## config.mk

```make
export PLATFORM = sky130hd
export DESIGN_NAME = decode_stage_pipelined
export DESIGN_NICKNAME = d
export VERILOG_FILES = /design/src/rtl/decode_stage_pipelined.sv
export SDC_FILE = /design/constraint.sdc
export NUM_CORES = 2
export LEC_CHECK = 0
export BUFFER_PORTS_ARGS = -buffer_cell sky130_fd_sc_hd__buf_4
export CORE_ASPECT_RATIO = 1.5
export CORE_MARGIN = 2
export CORE_UTILIZATION = 40
export CTS_BUF_LIST = sky130_fd_sc_hd__clkbuf_8
export CTS_CLUSTER_DIAMETER = 150
export CTS_CLUSTER_SIZE = 8
export DETAILED_ROUTE_END_ITERATION = 8
export GPL_ROUTABILITY_DRIVEN = 0
export PLACE_DENSITY_LB_ADDON = 0.3
export SKIP_CTS_REPAIR_TIMING = 1
export SLEW_MARGIN = 20
export SYNTH_ARGS = -nofsm -noshare
export SYNTH_HDL_FRONTEND = slang
export SYNTH_SLANG_ARGS = --single-unit
```

## constraint.sdc

```tcl
create_clock -name Clk -period 6.2 [get_ports Clk]
set_clock_uncertainty 0.15 [all_clocks]
set_input_delay 1.24 -clock Clk [delete_from_list [all_inputs] [get_ports Clk]]
set_output_delay 1.24 -clock Clk [all_outputs]
set_load 0.1 [all_outputs]
```

## src/rtl/decode_stage_pipelined.sv

```systemverilog
// decode_stage_pipelined: MIPS-style decode with register file, load-use hazard
// detection and ID/EX register. Define DECODE_PERF_EN to add stall/flush counters.
module decode_stage_pipelined #(
    parameter int XLEN       = 32,
    parameter int REG_ADDR_W = 5,
    parameter int CTRL_W     = 16
) (
    input  logic                  Clk,
    input  logic                  Reset,
    input  logic                  if_valid,
    input  logic [31:0]           instr_in,
    input  logic [XLEN-1:0]       pc_in,
    input  logic [CTRL_W-1:0]     ctrl_in,
    input  logic                  ctrl_mem_read_in,
    input  logic                  wb_reg_write,
    input  logic [REG_ADDR_W-1:0] wb_reg,
    input  logic [XLEN-1:0]       wb_data,
    input  logic                  flush,
    input  logic                  ex_hold,
    output logic                  stall,
    output logic                  id_ex_valid,
    output logic [CTRL_W-1:0]     id_ex_ctrl,
    output logic                  id_ex_mem_read,
    output logic [XLEN-1:0]       id_ex_rs_data,
    output logic [XLEN-1:0]       id_ex_rt_data,
    output logic [XLEN-1:0]       id_ex_imm,
    output logic [REG_ADDR_W-1:0] id_ex_rs,
    output logic [REG_ADDR_W-1:0] id_ex_rt,
    output logic [REG_ADDR_W-1:0] id_ex_rd,
    output logic [4:0]            id_ex_shamt,
    output logic [5:0]            id_ex_funct,
    output logic [5:0]            id_ex_opcode,
    output logic [XLEN-1:0]       id_ex_pc,
    output logic [XLEN-1:0]       id_ex_branch_target,
    output logic [XLEN-1:0]       id_ex_jump_target,
    output logic                  id_ex_eq,
    output logic                  id_ex_lt,
    output logic                  id_ex_gt
`ifdef DECODE_PERF_EN
    ,
    output logic [31:0]           stall_count,
    output logic [31:0]           flush_count
`endif
);
    localparam int NREGS = 2 ** REG_ADDR_W;

    logic [REG_ADDR_W-1:0] rs, rt, rd;
    logic [5:0]            opcode;
    logic [XLEN-1:0]       rs_data, rt_data, imm, branch_target, jump_target;
    logic                  zext, eq, lt, gt, hz;
    logic [XLEN-1:0]       regs [NREGS];

    assign rs     = instr_in[21 +: REG_ADDR_W];
    assign rt     = instr_in[16 +: REG_ADDR_W];
    assign rd     = instr_in[11 +: REG_ADDR_W];
    assign opcode = instr_in[31:26];

    // NOTE: the register array is reset explicitly because every entry must read 0 after Reset.
    always_ff @(posedge Clk) begin
        if (Reset) begin
            for (int i = 0; i < NREGS; i++) regs[i] <= '0;
        end else if (wb_reg_write && wb_reg != '0) begin
            regs[wb_reg] <= wb_data;
        end
    end

    // Write-through read: a register written this cycle is visible to the instruction in ID.
    assign rs_data = (rs == '0) ? '0 : (wb_reg_write && wb_reg == rs) ? wb_data : regs[rs];
    assign rt_data = (rt == '0) ? '0 : (wb_reg_write && wb_reg == rt) ? wb_data : regs[rt];

    // andi/ori/xori take a zero-extended immediate; everything else sign-extends.
    assign zext = (opcode == 6'h0C) || (opcode == 6'h0D) || (opcode == 6'h0E);
    assign imm  = zext ? {{(XLEN-16){1'b0}}, instr_in[15:0]}
                       : {{(XLEN-16){instr_in[15]}}, instr_in[15:0]};

    assign branch_target = pc_in + (imm << 2);
    assign jump_target   = {pc_in[XLEN-1:28], instr_in[25:0], 2'b00};

    assign eq = (rs_data == rt_data);
    assign lt = ($signed(rs_data) < $signed(rt_data));
    assign gt = ($signed(rs_data) > $signed(rt_data));

    assign hz = if_valid && id_ex_valid && id_ex_mem_read && (id_ex_rt != '0) &&
                ((id_ex_rt == rs) || (id_ex_rt == rt));

    assign stall = !flush && (ex_hold || hz);

    // NOTE: sequential state uses non-blocking assignments so every register samples pre-edge values.
    always_ff @(posedge Clk) begin
        if (Reset) begin
            id_ex_valid         <= 1'b0;
            id_ex_ctrl          <= '0;
            id_ex_mem_read      <= 1'b0;
            id_ex_rs_data       <= '0;
            id_ex_rt_data       <= '0;
            id_ex_imm           <= '0;
            id_ex_rs            <= '0;
            id_ex_rt            <= '0;
            id_ex_rd            <= '0;
            id_ex_shamt         <= '0;
            id_ex_funct         <= '0;
            id_ex_opcode        <= '0;
            id_ex_pc            <= '0;
            id_ex_branch_target <= '0;
            id_ex_jump_target   <= '0;
            id_ex_eq            <= 1'b0;
            id_ex_lt            <= 1'b0;
            id_ex_gt            <= 1'b0;
        end else begin
            // Datapath fields load on bubbles too, so they stay deterministic.
            if (flush || !ex_hold) begin
                id_ex_rs_data       <= rs_data;
                id_ex_rt_data       <= rt_data;
                id_ex_imm           <= imm;
                id_ex_rs            <= rs;
                id_ex_rt            <= rt;
                id_ex_rd            <= rd;
                id_ex_shamt         <= instr_in[10:6];
                id_ex_funct         <= instr_in[5:0];
                id_ex_opcode        <= opcode;
                id_ex_pc            <= pc_in;
                id_ex_branch_target <= branch_target;
                id_ex_jump_target   <= jump_target;
            end
            if (flush || (!ex_hold && hz)) begin
                id_ex_valid    <= 1'b0;
                id_ex_ctrl     <= '0;
                id_ex_mem_read <= 1'b0;
                id_ex_eq       <= 1'b0;
                id_ex_lt       <= 1'b0;
                id_ex_gt       <= 1'b0;
            end else if (!ex_hold) begin
                id_ex_valid    <= if_valid;
                id_ex_ctrl     <= if_valid ? ctrl_in : '0;
                id_ex_mem_read <= if_valid && ctrl_mem_read_in;
                id_ex_eq       <= eq;
                id_ex_lt       <= lt;
                id_ex_gt       <= gt;
            end
        end
    end

`ifdef DECODE_PERF_EN
    always_ff @(posedge Clk) begin
        if (Reset) begin
            stall_count <= '0;
            flush_count <= '0;
        end else begin
            if (hz && !flush && !ex_hold && stall_count != '1) stall_count <= stall_count + 32'd1;
            if (flush && flush_count != '1) flush_count <= flush_count + 32'd1;
        end
    end
`endif

endmodule

```

== Word-level counts from Yosys, hierarchy flattened ==
Memories as Yosys holds them, arrays and structs flattened.
Cells that the tools add are included.
W data, S select, Z words.

* Muxes and demuxes: 14
* Equal/unequal tests: 8
* $lt $le $gt $ge: 2
* Add/sub/neg operators: 1
* Reductions and logical operators: 24

{| class="wikitable"
|+ Operator list
! cell !! number
|-
| $mux W32 || 6
|-
| $add A32 B32 Y32 || 1
|-
| $eq A32 B32 Y1 || 1
|-
| $gt A32 B32 Y1 || 1
|-
| $lt A32 B32 Y1 || 1
|-
| $reduce_or A32 Y1 || 1
|-
| $eq A5 B5 Y1 || 4
|-
| $eq A6 B4 Y1 const B || 3
|-
| $mux W16 || 1
|-
| $logic_and A1 B1 Y1 || 10
|-
| $logic_not A5 Y1 || 2
|-
| $reduce_bool A5 Y1 || 2
|-
| $logic_or A1 B1 Y1 || 6
|-
| $mux W1 || 6
|-
| $mux W5 || 1
|-
| $logic_not A1 Y1 || 2
|-
| $reduce_or A2 Y1 || 1
|}

* Logic and storage cells: 68
* Register bits after elaboration: 243
* Output and inout bits: 246
* Memories kept: 1
* Bits in writable memories: 1,024
* Bits of input ports: 124

{| class="wikitable"
|+ Memories
! name !! words !! bits a word !! rd ports !! clocked after Yosys merged registers in !! write ports !! RTL line !! text
|-
| regs || 32 || 32 || 2 || 0 || 32 || 51 || <nowiki>logic [XLEN-1:0] regs [NREGS];</nowiki>
|}

== Longest topological paths before layout ==
* Depth in word-level cells: 7
* Depth in mapped cells: 20
* Depth with buffers taken out: 16

== Worst setup path after synthesis ==
No wires, ideal clock.

* Path kind: input-to-reg
* Start: in instr_in[21]
* End: reg id_ex_gt
* Stages: 18
* Setup slack: 926 ps
* Data required time: 5,933 ps
* Buffers on the path: 3
* Setup time: 117 ps
* Data arrival time: 5,007 ps
* Path through: buf_4 -> buf_2 -> buf_2 -> mux4_2 -> mux4_2 -> mux2i_1 -> nor2_1 -> a21oi_1 -> nor2_1 -> ha_1 -> a21o_1 -> a211oi_1 -> o211ai_1 -> o21bai_1 -> a221o_1 -> nor3_1 -> xor2_1 -> a32o_1

* Elaborated cells on any way between the ends: 13
* Classes of those cells: order compare: 1; eq/ne: 2; mux: 2; reduce/logical: 7; memory: 1

{| class="wikitable"
|+ RTL lines
! item !! RTL line !! text
|-
| from (decl) || 11 || <nowiki>input logic [31:0] instr_in,</nowiki>
|-
| parallel branches: the longest is 3 deep, another holds $mem_v2 Z32 W32 || n/a ||
|-
| $mux W32 * || 68 || <nowiki>assign rs_data = (rs == '0) ? '0 : (wb_reg_write && wb_reg == rs) ? wb_data : regs[rs];</nowiki>
|-
| net rs_data[21] || 49 || <nowiki>logic [XLEN-1:0] rs_data, rt_data, imm, branch_target, jump_target;</nowiki>
|-
| $gt A32 B32 Y1 * || 81 || <nowiki>assign gt = ($signed(rs_data) > $signed(rt_data));</nowiki>
|-
| to (signal assigned) || 138 || <nowiki>id_ex_gt <= gt;</nowiki>
|-
| to (decl) || 38 || <nowiki>output logic id_ex_gt</nowiki>
|}

Mark *: on every way through the listed nets, which the timed path passes.
A chain may end at the register's enable or synchronous reset.

== Worst setup path after layout ==
Ends and elaborated chain as after synthesis.

==> reports/results.tsv <==
stage	metric	value	unit
run_status	status	completed	
floorplanning	width of the die	331	um
detailed_routing	Pre-antenna DRT Iters	8	
detailed_routing	Final ANT Viol Nets	0	
job	max cap viols	0	
logic_synthesis	Post-synth ARST share	0	%
pwr	pwr dens	268	mW/mm2
logic_synthesis	synthesized area per cell	14.0	um2
detailed_routing	Vias	45100	
sta	TNS Setup	0	ns
critical_path	r2r startpoint	regs[25][21]$_SDFFCE_PN0P_	
clock_tree	H-tree depth	4	
clock_tree	Clock Latency Late Sink	0.94	ns
pwr	Overall Power	19600	uW
logic_synthesis	Synth area leader	edfxtp_1	
detailed_routing	DRC Markers	0	
critical_path	crit-path max FO	35	
floorplanning	Die Y-Extent	495	um
logic_synthesis	mapped cell area	0.0643	mm2
layout	final non-filler cell total	7098	
sta	relative slew slack	26.7	%
sta	post-route minimum period	5.39	ns
grt	initial antenna violation count	20	
critical_path	Worst Setup SP	instr_in[21]	
pwr	leakage	0.0261	uW
placed_design	DP Wirelength	159000	um
sta	final hold violation count	0	
layout	area delta synth->final	13.5	%
logic_synthesis	post-synthesis sequential area ratio	53.4	%
placed_design	Buffers on Ports	367	
detailed_routing	DR WL/cell	34.7	um
logic_synthesis	Synth Warn #	0	
logic_synthesis	share of the synthesized area in the top cell type	47.8	%
pwr	VDD IR max	214	uV
clock_tree	Sink Count	1204	
layout	share of cells above drive strength 1	30.5	%
logic_synthesis	top cells by count, synth	1,024 x edfxtp_1, 811 x and2_1, 586 x mux4_2, 325 x clkbuf_1, 219 x nand2_1	
floorplanning	row cnt	180	
detailed_routing	Iter 0 DRT Violations	5818	
logic_synthesis	number of flops mapped to enable cells by yosys	1024	
placed_design	placed cell areas	0.0702	mm2
grt	vias in the first global route	45400	
layout	Core Util, Final	45.6	%
logic_synthesis	Synth cell types	69	
logic_synthesis	Mapped Cells	4589	
critical_path	CP required	6.89	ns
logic_synthesis	synthesized flop and latch total	1204	
critical_path	CP Data Arrival Time	6.08	ns
min_path	Worst Hold Class	reg2reg	
grt	first-pass GRT wire length	343000	um
sta	RSZ-0062 raised after global routing	no	
floorplanning	die area	0.164	mm2
sta	Least-Margin Pin Slew	1.10	ns
layout	cell area after layout	0.0730	mm2
detailed_routing	total wire length	246000	um
placed_design	dpl cells	6831	
clock_tree	CTS Buf Count	168	
layout	FILL cells	14200	
layout	fin nets	5094	
logic_synthesis	top-count cell post-synth	edfxtp_1	
grt	pin count of the biggest net entering global routing	81	
grt	Total GRT Usage	29.7	%
clock_tree	Max Buffers Root-to-Sink	3	
floorplanning	Core Area	0.160	mm2
critical_path	Worst Setup Start Kind	primary input	
sta	Fmax	186	MHz
clock_tree	CTS tree	done	
critical_path	CP Class	in2reg	
clock_tree	Root Buffer	clkbuf_8	
detailed_routing	vias per cell	6.35	
floorplanning	Starting Density	40.2	%
sta	Pins Over Slew Limit	0	
grt	Overflow after GRT	0	
logic_synthesis	ranking of synthesized cells by area	edfxtp_1 48%, mux4_2 21%, and2_1 7.9%, dfxtp_1 5.6%, clkbuf_1 1.9%	
sta	fin crit share	86.9	%
logic_synthesis	Synth Flop Type	edfxtp_1	
min_path	hold path start	id_ex_pc[2]$_SDFFE_PP0P_	
critical_path	Setup crit end kind	register	
floorplanning	I/O Pins	370	
clock_tree	CTS clk-pin slew, worst paths	0.07	ns
sta	Setup Viol. Count Final	0	
through the flow:
step                      setup slack (ns)  hold slack (ns)
after floorplan                      0.926            0.727
after global placement              0.0186            0.288
after detailed placement            0.0249            0.294
after CTS                             1.04            0.302
after global routing                 0.836            0.313
final                                0.810            0.302
per-layer routing:
metal / GRT usage, % / share of wire (%) / up-vias
met5: 0 / 0.019 / -
met4: 22.3 / 8.7 / 8
met3: 6.38 / 11 / 841
met2: 49.3 / 48 / 3309
met1: 33.9 / 33 / 22800
li1: - / - / 18100
state kept, by name (all words and copies together), names as in the netlist:
register and flops:
id_ex_branch_target 30, id_ex_ctrl 16, id_ex_eq 1, id_ex_gt 1
id_ex_imm 17, id_ex_jump_target 2, id_ex_lt 1, id_ex_mem_read 1
id_ex_opcode 6, id_ex_pc 32, id_ex_rs 4, id_ex_rs_data 32
id_ex_rt 4, id_ex_rt_data 32, id_ex_valid 1, regs 1024
worst paths after layout:
kind	end	slack, ns	cells past startpoint
setup reg to reg	id_ex_gt$_SDFFE_PP0N_	1.43	15
setup / recovery	id_ex_gt$_SDFFE_PP0N_	0.81	19
hold / removal	id_ex_pc[2]$_SDFFE_PP0P_	0.30	2
hold reg to reg	id_ex_pc[2]$_SDFFE_PP0P_	0.30	2
final cells by class:
cell class / instances / area (um2) / area share (%)
antenna: 9 / 22.5 / 0.0308
clock buffer: 170 / 2340 / 3.20
clock inverter: 88 / 429 / 0.588
inverter: 18 / 67.6 / 0.0925
multi-input combinational: 2880 / 27800 / 38.1
sequential: 1204 / 34400 / 47.0
tap: 2093 / 2620 / 3.59
timing repair buffer: 636 / 5370 / 7.35
cell families (layout without fill, tap and decap cells):
kind of cell	after synthesis	in the layout	share of synthesized area [%]
flip-flops	1204	1204	53.4
buffers and inverters	538	912	3.95
multiplexers	722	722	22.8
XOR/XNOR	43	43	0.585
AND/OR/NAND/NOR	1560	1560	13.2
other	1	43	0.00583
AO/OA/AOI/OAI	459	459	4.85
adder cells (fa/ha/maj)	62	62	1.22
placed cells by master (no fill, tap or decap), types with 12 or more instances in the layout:
cell type / n
xor2_1: 23
ha_1: 61
mux2_2: 29
mux2i_1: 71
nor2_4: 26
clkbuf_8: 172
nand2b_1: 30
a22oi_1: 25
nor2_1: 147
a21o_1: 23
o21ai_1: 41
dfxtp_1: 180
a221oi_1: 23
a222oi_1: 23
xnor2_1: 20
a22o_1: 21
or2_2: 32
a211oi_1: 16
o211ai_1: 32
a21boi_0: 12
buf_12: 43
mux4_2: 586
inv_1: 90
nor3_1: 202
o21a_1: 15
nand3_1: 21
and2_1: 811
mux2_1: 36
o21ai_0: 25
nand4_1: 14
conb_1: 34
nand2_1: 218
buf_4: 584
edfxtp_1: 1024
a21oi_1: 152
critical path, cell delays in order:
cell and delay [ns]:
buf_8 0.41, buf_4 0.30, mux4_2 0.52, mux4_2 0.49, mux2i_1 0.21, buf_4 0.18, nor2_1 0.04, a21oi_1 0.19
nor2_1 0.07, ha_1 0.20, a21o_1 0.18, a211oi_1 0.63, o211ai_1 0.22, o21bai_1 0.20, a221o_1 0.33, nor3_1 0.18
buf_4 0.17, xor2_1 0.06, a32o_1 0.20
power by group:
| part | total [uW] | internal [uW] | switching (uW) |
|---|---|---|---|
| Clock | 5740 | 2560 | 3180 |
| Combinational | 4260 | 1470 | 2790 |
| Sequential | 9570 | 9260 | 310 |
| Total | 19600 | 13300 | 6280 |
(Power assumes the default switching activity.)
